--- src/rtl/alu_issue.sv ---
// Issue stage for the execute-stage ALU: decodes a MIPS word into ALU operands,
// opcode and destination, then holds the result in an output register plus a one-entry skid register.
module alu_issue #(
  parameter int SIZEDATA = 32,
  parameter int SIZEOP   = 6,
  parameter int SIZEREG  = 5
) (
  input  logic                i_clk,
  input  logic                i_reset,
  input  logic                i_valid,
  output logic                o_ready,
  input  logic [31:0]         i_instruction,
  input  logic [SIZEDATA-1:0] i_rs_data,
  input  logic [SIZEDATA-1:0] i_rt_data,
  input  logic                i_flush,
  output logic                o_valid,
  input  logic                i_ready,
  output logic [SIZEDATA-1:0] o_datoa,
  output logic [SIZEDATA-1:0] o_datob,
  output logic [SIZEOP-1:0]   o_opcode,
  output logic [SIZEREG-1:0]  o_rd,
  output logic                o_regwrite,
  output logic                o_illegal
);

  localparam logic [5:0] F_SLL  = 6'b000000, F_SRL  = 6'b000010, F_SRA  = 6'b000011;
  localparam logic [5:0] F_SLLV = 6'b000100, F_SRLV = 6'b000110, F_SRAV = 6'b000111;
  localparam logic [5:0] F_ADDU = 6'b100001, F_SUBU = 6'b100011, F_AND  = 6'b100100;
  localparam logic [5:0] F_OR   = 6'b100101, F_XOR  = 6'b100110, F_NOR  = 6'b100111;
  localparam logic [5:0] F_SLT  = 6'b101010;
  localparam logic [5:0] OP_RTYPE = 6'b000000, OP_ADDI = 6'b001000, OP_SLTI = 6'b001010;
  localparam logic [5:0] OP_ANDI  = 6'b001100, OP_ORI  = 6'b001101, OP_XORI = 6'b001110;
  localparam logic [5:0] OP_LUI   = 6'b001111;

  typedef struct packed {
    logic [SIZEDATA-1:0] a;
    logic [SIZEDATA-1:0] b;
    logic [SIZEOP-1:0]   opcode;
    logic [SIZEREG-1:0]  rd;
    logic                regwrite;
    logic                illegal;
  } payload_t;

  logic [5:0]  op, funct;
  logic [4:0]  rt, rd, shamt;
  logic [15:0] imm;
  logic        unused_rs_field;

  assign op    = i_instruction[31:26];
  assign rt    = i_instruction[20:16];
  assign rd    = i_instruction[15:11];
  assign shamt = i_instruction[10:6];
  assign funct = i_instruction[5:0];
  assign imm   = i_instruction[15:0];
  // rs arrives already read as i_rs_data; its index field has no use here.
  assign unused_rs_field = ^i_instruction[25:21];

  payload_t dec;
  logic     legal;

  // Illegal words decode to an all-zero payload with only the illegal flag set.
  always_comb begin
    dec   = '0;
    legal = 1'b0;
    unique case (op)
      OP_RTYPE: begin
        unique case (funct)
          F_SLL, F_SRL, F_SRA: begin
            legal      = 1'b1;
            dec.a      = i_rt_data;
            dec.b      = SIZEDATA'(shamt);
            dec.opcode = SIZEOP'(funct);
            dec.rd     = SIZEREG'(rd);
          end
          F_SLLV, F_SRLV, F_SRAV: begin
            legal      = 1'b1;
            dec.a      = i_rt_data;
            dec.b      = SIZEDATA'(i_rs_data[4:0]);
            dec.opcode = SIZEOP'(funct);
            dec.rd     = SIZEREG'(rd);
          end
          F_ADDU, F_SUBU, F_AND, F_OR, F_XOR, F_NOR, F_SLT: begin
            legal      = 1'b1;
            dec.a      = i_rs_data;
            dec.b      = i_rt_data;
            dec.opcode = SIZEOP'(funct);
            dec.rd     = SIZEREG'(rd);
          end
          default: legal = 1'b0;
        endcase
      end
      OP_ADDI, OP_SLTI: begin
        legal      = 1'b1;
        dec.a      = i_rs_data;
        dec.b      = {{(SIZEDATA-16){imm[15]}}, imm};
        dec.opcode = SIZEOP'(op);
        dec.rd     = SIZEREG'(rt);
      end
      OP_ANDI, OP_ORI, OP_XORI: begin
        legal      = 1'b1;
        dec.a      = i_rs_data;
        dec.b      = {{(SIZEDATA-16){1'b0}}, imm};
        dec.opcode = SIZEOP'(op);
        dec.rd     = SIZEREG'(rt);
      end
      OP_LUI: begin
        legal      = 1'b1;
        dec.a      = {{(SIZEDATA-16){1'b0}}, imm};
        dec.b      = SIZEDATA'(16);
        dec.opcode = SIZEOP'(op);
        dec.rd     = SIZEREG'(rt);
      end
      default: legal = 1'b0;
    endcase
    dec.illegal  = !legal;
    dec.regwrite = legal && (dec.rd != '0);
  end

  payload_t out_q, skid_q;
  logic     out_full, skid_full;
  logic     accept, drain;

  assign accept = i_valid && !skid_full && !i_flush;
  assign drain  = out_full && i_ready;

  // Two-entry FIFO: the skid entry only fills while OUT is stalled, so
  // o_ready can come straight from a flop without losing the in-flight word.
  always_ff @(posedge i_clk) begin
    if (i_reset) begin
      out_q     <= '0;
      skid_q    <= '0;
      out_full  <= 1'b0;
      skid_full <= 1'b0;
    end else if (i_flush) begin
      out_full  <= 1'b0;
      skid_full <= 1'b0;
    end else if (skid_full) begin
      if (drain) begin
        out_q     <= skid_q;
        skid_full <= 1'b0;
      end
    end else if (accept) begin
      if (!out_full || drain) begin
        out_q    <= dec;
        out_full <= 1'b1;
      end else begin
        skid_q    <= dec;
        skid_full <= 1'b1;
      end
    end else if (drain) begin
      out_full <= 1'b0;
    end
  end

  assign o_valid    = out_full;
  assign o_ready    = !skid_full;
  assign o_datoa    = out_q.a;
  assign o_datob    = out_q.b;
  assign o_opcode   = out_q.opcode;
  assign o_rd       = out_q.rd;
  assign o_regwrite = out_q.regwrite;
  assign o_illegal  = out_q.illegal;

endmodule

--- config.mk ---
export PLATFORM = sky130hd
export DESIGN_NAME = alu_issue
export DESIGN_NICKNAME = d
export VERILOG_FILES = /design/src/rtl/alu_issue.sv
export SDC_FILE = /design/constraint.sdc
export NUM_CORES = 1
export LEC_CHECK = 0
export CAP_MARGIN = 0
export CELL_PAD_IN_SITES_DETAIL_PLACEMENT = 0
export CELL_PAD_IN_SITES_GLOBAL_PLACEMENT = 2
export CORE_MARGIN = 3
export CORE_UTILIZATION = 27
export CTS_CLUSTER_SIZE = 12
export DETAILED_ROUTE_END_ITERATION = 6
export PLACE_DENSITY_LB_ADDON = 0.1
export SETUP_SLACK_MARGIN = 0.2
export SLEW_MARGIN = 10
export SYNTH_ARGS = -nofsm -noshare
export SYNTH_HDL_FRONTEND = slang
export SYNTH_SLANG_ARGS = --single-unit
export TNS_END_PERCENT = 5
--- constraint.sdc ---
create_clock -name i_clk -period 2.1 [get_ports i_clk]
set_clock_uncertainty 0.1 [all_clocks]
set_input_delay 0.315 -clock i_clk [delete_from_list [all_inputs] [get_ports i_clk]]
set_output_delay 0.315 -clock i_clk [all_outputs]
set_load 0.03 [all_outputs]
==> flow_metrics.env <==
export IMPL_antenna_found_initial=1
export IMPL_ant_nets=0
export IMPL_pin_count=180
export IMPL_nNetsFinal=1338
export IMPL_antennaDiodeCount=0
export IMPL_clock_sinks=156
export IMPL_drc=0
export IMPL_numPortBuffers=174
export IMPL_synth_nets=1103
export IMPL_finalMaxSlewViolations=0
export IMPL_hold_viol=0
export IMPL_via_per_inst=5.392
export IMPL_grt_pass1_wl_um=52280
export IMPL_synth_area_leaders="dfxtp_1 (38%), a211oi_1 (8.2%), clkbuf_1 (4.7%), a221oi_1 (4.5%), nor2_1 (3.9%)"
export IMPL_area_growth_syn_to_layout_pct=52.49
export IMPL_worstPathRequired_ps=1680
export IMPL_grt_usage=0.2049
export IMPL_setup_viol=0
export IMPL_grt_max_degree=75
export IMPL_synth_compound_area_frac=0.3052
export IMPL_grt_overflow=0
export IMPL_fin_crit_sh=0.9310
export IMPL_crit_fanout=3
export IMPL_clkTransAtPathRegs_ps=60
export IMPL_synth_simple_area_share=0.2235
export IMPL_core_um2=29720
export IMPL_syn_cell_area_um2=8162
export IMPL_tritoncts="done"
export IMPL_crit_chain="clkdlybuf4s50_1"
export IMPL_critPathTopFamily="buffers and inverters"
export IMPL_yosysWarnings=0
export IMPL_htree_levels=4
export IMPL_synth_mux_area_frac=0.01364
export IMPL_synthDominantCellAreaShare=0.3826
export IMPL_p_leak_uw=0.004153
export IMPL_yosys_area_top_type="dfxtp_1"
export IMPL_grt_pass1_vias=8383
export IMPL_place_area_um2=11360
export IMPL_status="finished, final reports clean"
export IMPL_synth_area_per_cell_um2=8.145
export IMPL_cts_root_buf="clkbuf_16"
export IMPL_ys_seq_area_frac=0.3826
export IMPL_final_cell_mix="clkdlybuf4s50_1 (158), dfxtp_1 (154), buf_4 (118)"
export IMPL_cts_buffers=17
export IMPL_drt_iter0_drc=738
export IMPL_max_stage_delay_ps=710
export IMPL_hp_class="in2reg"
export IMPL_syn_inst=1002
export IMPL_num_vias=8838
export IMPL_finalCriticalPeriod_ps=1955
export IMPL_synthAdderAreaFrac=0
export IMPL_firstDrtPassIters=5
export IMPL_rows=63
export IMPL_rsz0062_at_grt="yes"
export IMPL_powerDensity_nw_per_um2=578.3
export IMPL_ys_flop_type="dfxtp_1"
export IMPL_mostFrequentLayoutCell="clkdlybuf4s50_1"
export IMPL_clk_path_buf_depth=2
export IMPL_clock_fmax_mhz=511.5
export IMPL_path_class="reg2out"
export IMPL_clk_latency_ps=430
export IMPL_finalInstanceArea_um2=12450
export IMPL_cts_hold_buf=0
export IMPL_whs_ps=222.8
export IMPL_ys_seq_elements=156
export IMPL_routed_wl_um=34450
export IMPL_slew_headroom=0.5513
export IMPL_worstPathArrival_ps=1540
export IMPL_path_buf_inv=1
export IMPL_layout_drive_gt1_share=0.2082
export IMPL_synth_edf_count=0
export IMPL_hpwl_um=23380
export IMPL_yosysUniqueCellTypes=48
export IMPL_fp_dieW_um=179.9
export IMPL_end_kind="output port"
export IMPL_synth_top_family_by_area="compound AO/OA/AOI/OAI gates"
export IMPL_cp_start_kind="flop"
export IMPL_die_h_um=179.9
export IMPL_start_util=0.2746
export IMPL_cpMaxStageDelayCell="clkdlybuf4s50_1"
export IMPL_worst_pin_slew_ps=673.0
export IMPL_max_cap_viol_count=0
export IMPL_peakVddDrop_mv=0.5033
export IMPL_drt_wirelength_per_cell_um=21.02
export IMPL_synth_xor_area_share=0.001073
export IMPL_async_flop_share=0
export IMPL_die_area_um2=32350
export IMPL_gp_congestion=0.8040
[repair_timing]
action | 4_1_cts | 5_1_grt
cloned | 4 | 1
gates resized for setup | 59 | 23
buffers inserted | 13 | 4
hold endpoints to repair | 0 | 0
pin swaps | 13 | 8
setup endpoints to repair | 188 | 163
[power breakdown]
group          internal (uW)  switching [uW]
Sequential              3010            33.2
Combinational            526             640
Clock                   1570            1420
[cell usage after synthesis (22+ instances only)]
cell type,n
a211oi_1,89
a21oi_1,26
a221oi_1,42
a22oi_1,36
clkbuf_1,103
dfxtp_1,156
inv_1,41
nand2_1,70
nand2b_1,22
nor2_1,84
nor3_1,43
o211ai_1,39
o21ai_0,44
[layout make-up]
type                       instances  area (um^2)
sequential                       156         3128
timing repair buffer             332         3422
tap                              390        488.0
multi-input combinational        689         4703
clock inverter                    13        107.6
inverter                          41        157.7
clock buffer                      18        439.2
fill                            3020        17270
[path summary, 6_finish.rpt]
check	from	endpoint	slack, ps	cells past startpoint
max	o_datob[3]	o_datob[3]	140	1
min reg2reg	o_opcode[4]	o_opcode[4]	350	2
max reg2reg	skid_full	o_datob[23]	280	5
min	i_reset	o_valid	220	2
[routing by layer]
layer,global-route usage,wire length (um)
met1,0.3166,17330
met2,0.2987,15000
met3,0.02711,1694
met4,0.05074,421
met5,0,0
[through the flow]
stage	util	total power, uW	TNS, ps	setup slack [ps]	cells
2_1_floorplan	-	3574	0	69.31	1002
3_3_place_gp	0.3821	4242	-58600	-476.7	1586
3_5_place_dp	0.3821	4242	-62540	-541.4	1586
4_1_cts	0.4140	7278	0	81.91	1634
5_1_grt	0.4188	7496	0	83.22	1639
6_report	0.4188	7197	0	144.8	1639
[registers in the layout (all words and copies together), names as in the netlist, 5 cells and up]
register and cells:
o_datoa 32, o_datob 32, o_opcode 6, o_rd 5, skid_q 77
[logic make-up after synthesis]
family | after synthesis
AO/OA/AOI/OAI | 338
XOR/XNOR | 1
buffers and inverters | 157
flip-flops | 156
multiplexers | 11
AND/OR/NAND/NOR | 339
No activity file was read; power rests on OpenSTA's default activity.
